--- src/rtl/ysyx_22040895_ifu.sv ---
// Instruction fetch unit for ysyx_22040895.
// Returns the 32-bit instruction at the PC-stage address.
// Doublewords are read over a valid/ready bus.
// A one-entry doubleword buffer lets a sequential pc/pc+4 pair share one bus read.
// A branch redirect drops the in-flight fetch; any response still owed by the bus is drained.
module ysyx_22040895_ifu #(
  parameter int ADDR_W  = 64,
  parameter int TIMEOUT = 255
) (
  input  logic              clk,
  input  logic              rst,
  input  logic              ce_i_ifu,
  input  logic [ADDR_W-1:0] pc_i_ifu,
  input  logic              flush_i_ifu,
  output logic              ar_valid_o,
  input  logic              ar_ready_i,
  output logic [ADDR_W-1:0] ar_addr_o,
  input  logic              r_valid_i,
  output logic              r_ready_o,
  input  logic [63:0]       r_data_i,
  input  logic [1:0]        r_resp_i,
  output logic [31:0]       inst_o,
  output logic [ADDR_W-1:0] inst_pc_o,
  output logic              inst_valid_o,
  input  logic              inst_ready_i,
  output logic              fault_o
);

  typedef enum logic [2:0] {
    S_IDLE,
    S_REQ,
    S_WAIT,
    S_OUT,
    S_DRAIN
  } state_t;

  // r_cnt reaching this value closes the last WAIT cycle, giving TIMEOUT cycles in total.
  localparam logic [7:0] TIMEOUT_LAST = 8'(TIMEOUT - 1);

  state_t              r_state;
  state_t              w_next;
  logic [ADDR_W-1:0]   r_pc;
  logic [ADDR_W-4:0]   r_bufTag;
  logic [63:0]         r_bufData;
  logic                r_bufValid;
  logic [7:0]          r_cnt;
  logic                r_fault;
  logic                r_timedOut;
  logic [31:0]         r_inst;

  logic                w_accept;
  logic                w_hit;
  logic                w_timeout;
  logic                w_okay;

  assign w_accept  = ce_i_ifu && !flush_i_ifu;
  assign w_hit     = r_bufValid && (r_bufTag == pc_i_ifu[ADDR_W-1:3]);
  assign w_timeout = (r_cnt == TIMEOUT_LAST);
  assign w_okay    = (r_resp_i == 2'b00);

  assign ar_valid_o   = (r_state == S_REQ);
  assign ar_addr_o    = {r_pc[ADDR_W-1:3], 3'b000};
  assign r_ready_o    = (r_state == S_WAIT) || (r_state == S_DRAIN);
  assign inst_valid_o = (r_state == S_OUT);
  assign fault_o      = (r_state == S_OUT) && r_fault;
  assign inst_o       = r_inst;
  assign inst_pc_o    = r_pc;

  // State register; reset abandons any transaction in progress.
  always_ff @(posedge clk or negedge rst) begin
    if (!rst) r_state <= S_IDLE;
    else      r_state <= w_next;
  end

  // Next-state logic. A beat that arrives together with a flush is consumed and dropped.
  // After a timeout the late beat is still owed by the bus, so leaving OUT goes through DRAIN.
  always_comb begin
    w_next = r_state;
    case (r_state)
      S_IDLE: begin
        if (w_accept) w_next = w_hit ? S_OUT : S_REQ;
      end
      S_REQ: begin
        if (flush_i_ifu)     w_next = ar_ready_i ? S_DRAIN : S_IDLE;
        else if (ar_ready_i) w_next = S_WAIT;
      end
      S_WAIT: begin
        if (r_valid_i)        w_next = flush_i_ifu ? S_IDLE : S_OUT;
        else if (flush_i_ifu) w_next = S_DRAIN;
        else if (w_timeout)   w_next = S_OUT;
      end
      S_OUT: begin
        if (flush_i_ifu || inst_ready_i) w_next = r_timedOut ? S_DRAIN : S_IDLE;
      end
      S_DRAIN: begin
        if (r_valid_i) w_next = S_IDLE;
      end
      default: w_next = S_IDLE;
    endcase
  end

  // Datapath: latches the fetch pc, runs the timeout counter,
  // and fills the buffer and output registers.
  always_ff @(posedge clk or negedge rst) begin
    if (!rst) begin
      r_pc       <= '0;
      r_bufTag   <= '0;
      r_bufData  <= '0;
      r_bufValid <= 1'b0;
      r_cnt      <= '0;
      r_fault    <= 1'b0;
      r_timedOut <= 1'b0;
      r_inst     <= '0;
    end else begin
      case (r_state)
        S_IDLE: begin
          if (w_accept) begin
            r_pc       <= pc_i_ifu;
            r_cnt      <= '0;
            r_fault    <= 1'b0;
            r_timedOut <= 1'b0;
            if (w_hit) r_inst <= pc_i_ifu[2] ? r_bufData[63:32] : r_bufData[31:0];
          end
        end
        S_WAIT: begin
          if (r_valid_i) begin
            if (!flush_i_ifu) begin
              if (w_okay) begin
                r_bufTag   <= r_pc[ADDR_W-1:3];
                r_bufData  <= r_data_i;
                r_bufValid <= 1'b1;
                r_fault    <= 1'b0;
                r_inst     <= r_pc[2] ? r_data_i[63:32] : r_data_i[31:0];
              end else begin
                r_bufValid <= 1'b0;
                r_fault    <= 1'b1;
                r_inst     <= '0;
              end
            end
          end else if (!flush_i_ifu) begin
            if (w_timeout) begin
              r_fault    <= 1'b1;
              r_timedOut <= 1'b1;
              r_inst     <= '0;
            end else begin
              r_cnt <= r_cnt + 8'd1;
            end
          end
        end
        default: ;
      endcase
    end
  end

endmodule

--- config.mk ---
export PLATFORM = sky130hd
export DESIGN_NAME = ysyx_22040895_ifu
export DESIGN_NICKNAME = d
export VERILOG_FILES = /design/src/rtl/ysyx_22040895_ifu.sv
export SDC_FILE = /design/constraint.sdc
export NUM_CORES = 1
export LEC_CHECK = 0
export CAP_MARGIN = 20
export CORE_MARGIN = 2
export CORE_UTILIZATION = 54
export CTS_CLUSTER_DIAMETER = 50
export CTS_CLUSTER_SIZE = 28
export DETAILED_ROUTE_END_ITERATION = 12
export HOLD_SLACK_MARGIN = 0.08
export PLACE_DENSITY = 0.94
export SYNTH_ARGS = -nofsm -noshare
export SYNTH_HDL_FRONTEND = slang
export SYNTH_SLANG_ARGS = --single-unit
--- constraint.sdc ---
create_clock -name clk -period 4.65 [get_ports clk]
set_clock_uncertainty 0.2 [all_clocks]
set_input_delay 0.6975 -clock clk [delete_from_list [all_inputs] [get_ports clk]]
set_output_delay 0.6975 -clock clk [all_outputs]
set_load 0.005 [all_outputs]
==> impl_metrics.env <==
export IMPL_status="finished, final reports clean"
export IMPL_end_kind="flip-flop"
export IMPL_powerDensity_mw_per_mm2=480
export IMPL_cp_cell_sequence="clkdlybuf4s50_1, xnor2_1, nand4_1, nor4_1, nand2_2, or4_1, nand3_1"
export IMPL_post_route_util_pct=71.7
export IMPL_fin_crit_ps=3400
export IMPL_area_delta_synth_final_pct=30.6
export IMPL_place_hpwl_um=22000
export IMPL_final_nets=1473
export IMPL_clock_sinks=235
export IMPL_tns_ps=0
export IMPL_avgViaCountPerCell=5.90
export IMPL_cts_buffer_depth=3
export IMPL_dr_first_iter_drc_count=598
export IMPL_tightest_slew_ps=1120
export IMPL_worstSkewPairLatency_ps=540
export IMPL_crit_fanout=62
export IMPL_firstDrtPassIters=5
export IMPL_rows=54
export IMPL_syn_area_per_cell_sq_um=10.6
export IMPL_fillerInstances=1445
export IMPL_syn_area_sq_mm=0.0119
export IMPL_fp_dieH_um=153
export IMPL_leakagePower_uw=0.00688
export IMPL_final_common_cell="clkdlybuf4s50_1"
export IMPL_final_cell_mix="clkdlybuf4s50_1 (295), dfrtp_1 (234), nand2_1 (202), mux2_2 (112), mux2i_1 (65)"
export IMPL_drv_cap=0
export IMPL_final_seq_area_sq_mm=0.00588
export IMPL_synth_cells=1132
export IMPL_gp_congestion=0.850
export IMPL_crit_slowest_cell="or4_1"
export IMPL_synth_cell_type_count=47
export IMPL_gr_usage_all_layers_pct=27.9
export IMPL_synth_ff_type="dfrtp_1"
export IMPL_overflow=0
export IMPL_numCtsBuffers=27
export IMPL_grt_pass1_vias=9975
export IMPL_irDropWorstVdd_mv=0.516
export IMPL_synthArstFlopShare_pct=100
export IMPL_ioPinCount=301
export IMPL_rsz0062_at_grt="no"
export IMPL_maxSlewViolCount=0
export IMPL_slowest_delay_ps=770
export IMPL_vias=9653
export IMPL_clock_fmax_ghz=0.294
export IMPL_cp_arrival_ps=3650
export IMPL_dieArea_sq_mm=0.0233
export IMPL_dieWidth_um=153
export IMPL_htreeDepth=1
export IMPL_hp_class="in2async"
export IMPL_seq_area_frac_synth_pct=49.2
export IMPL_relSlewSlack_pct=25.6
export IMPL_multiInputGateArea_sq_mm=0.00527
export IMPL_port_buffers=297
export IMPL_grt_max_degree=128
export IMPL_finalHoldViolCount=0
export IMPL_post_cts_setup_buffers=0
export IMPL_layout_drive_gt1_share_pct=13.8
export IMPL_wl_per_cell_um=20.3
export IMPL_finalWirelength_um=33200
export IMPL_hold_buffers=0
export IMPL_cts_tree="built"
export IMPL_grt_pass1_wl_um=53000
export IMPL_ys_ff_latch=235
export IMPL_cts_resized=0
export IMPL_ys_warn_count=0
export IMPL_clkSlewWorstSetupHoldPaths_ps=60
export IMPL_startpoint_type="input pin"
export IMPL_whs_ps=44.6
export IMPL_ant_nets=0
export IMPL_grt_antenna_before_repair=1
export IMPL_synth_edff_count=0
export IMPL_critPathRequiredTime_ps=4900
export IMPL_cp_top_family="simple AND/OR/NAND/NOR gates"
export IMPL_cts_root_buf="clkbuf_16"
export IMPL_setup_viol=0
export IMPL_initial_utilization_pct=54.9
export IMPL_period_share_pct=73.2
export IMPL_drc=0
export IMPL_worstSetupPathType="in2reg"
export IMPL_crit_buf_inv=1
export IMPL_design_core_area_sq_mm=0.0218
==> synthesized netlist by cell type (33+ instances only) <==
master      n  share of area, %
o211ai_1   33               2.1
a21oi_1    34               1.4
buf_4      64               4.0
nor3_1     34               1.4
dfrtp_1   235                49
clkbuf_1   52               1.6
nand3_1    35               1.5
xnor2_1    45               3.3
or4_1      33               2.1
mux2i_1    65               5.4
nand2_1   204               6.4
mux2_2    112                11
==> report_power, final <==
part / switching (uW) / internal, uW
logic: 930 / 1380
clock network: 956 / 1220
registers: 483 / 2520
total: 2370 / 5120
==> layer usage <==
metal  global-route usage [%]  vias up  wire (um)
met5                        0        -          0
met4                     12.9        0       1640
met3                     5.43      117       2090
met2                     47.3      387      16700
met1                     34.6     4824      12800
li1                         -     4325          -
==> through the flow <==
| stage | total power [uW] | instance area [sq um] | setup slack (ps) | instances |
|---|---|---|---|---|
| floorplan | 4130 | 12000 | 2060 | 1134 |
| global placement | 5170 | 14700 | 857 | 1585 |
| detailed placement | 5310 | 14700 | 773 | 1585 |
| CTS | 7520 | 15600 | 1290 | 1634 |
| global route | 7830 | 15600 | 1100 | 1635 |
| finish | 7490 | 15600 | 1250 | 1635 |
==> layout make-up <==
type,count,share of cell area [%]
inverter,11,0.265
antenna,1,0.0160
multi-input combinational,747,33.7
timing repair buffer,312,20.1
sequential,235,37.7
clock buffer,31,4.62
tap,280,2.24
clock inverter,18,1.34
==> path summary, 6_finish.rpt <==
| path | startpoint | to | slack (ps) | cells past startpoint |
|---|---|---|---|---|
| worst max-delay path | pc_i_ifu[36] | inst_o[21] | 1250 | 7 |
| worst min-delay path | rst | r_bufTag[36] | 40 | 1 |
| min in group clk | inst_pc_o[0] | inst_pc_o[0] | 290 | 2 |
| max in group asynchronous | rst | inst_pc_o[48] | 3250 | 2 |
| worst min register to register | inst_pc_o[0] | inst_pc_o[0] | 290 | 2 |
| worst max register to register | r_bufTag[33] | inst_o[21] | 1490 | 6 |
==> registers in the layout, indices dropped and copies added, names as in the netlist <==
| register | flops |
|---|---|
| inst_pc_o | 64 |
| r_fault | 1 |
| r_bufData | 64 |
| r_timedOut | 1 |
| r_bufTag | 61 |
| r_state | 3 |
| r_bufValid | 1 |
| r_cnt | 8 |
| inst_o | 32 |
==> worst reg2reg max path: cells and delay by family (launching register included) <==
family	cells	cell delay [ps]
AND/OR/NAND/NOR	5	2310
XOR/XNOR	1	180
flip-flops	1	390
==> logic make-up (layout without fill, tap and decap cells) <==
group	count (synthesis)	in the layout	share of synthesized area (%)
simple gates	377	377	14.9
buf+inv	152	372	7.06
other cells	1	4	0.0314
xor+xnor	50	50	3.67
flops	235	235	49.2
mux	190	190	17.2
compound gates	125	125	7.64
fa+ha+maj	2	2	0.209
(Power assumes the default switching activity.)
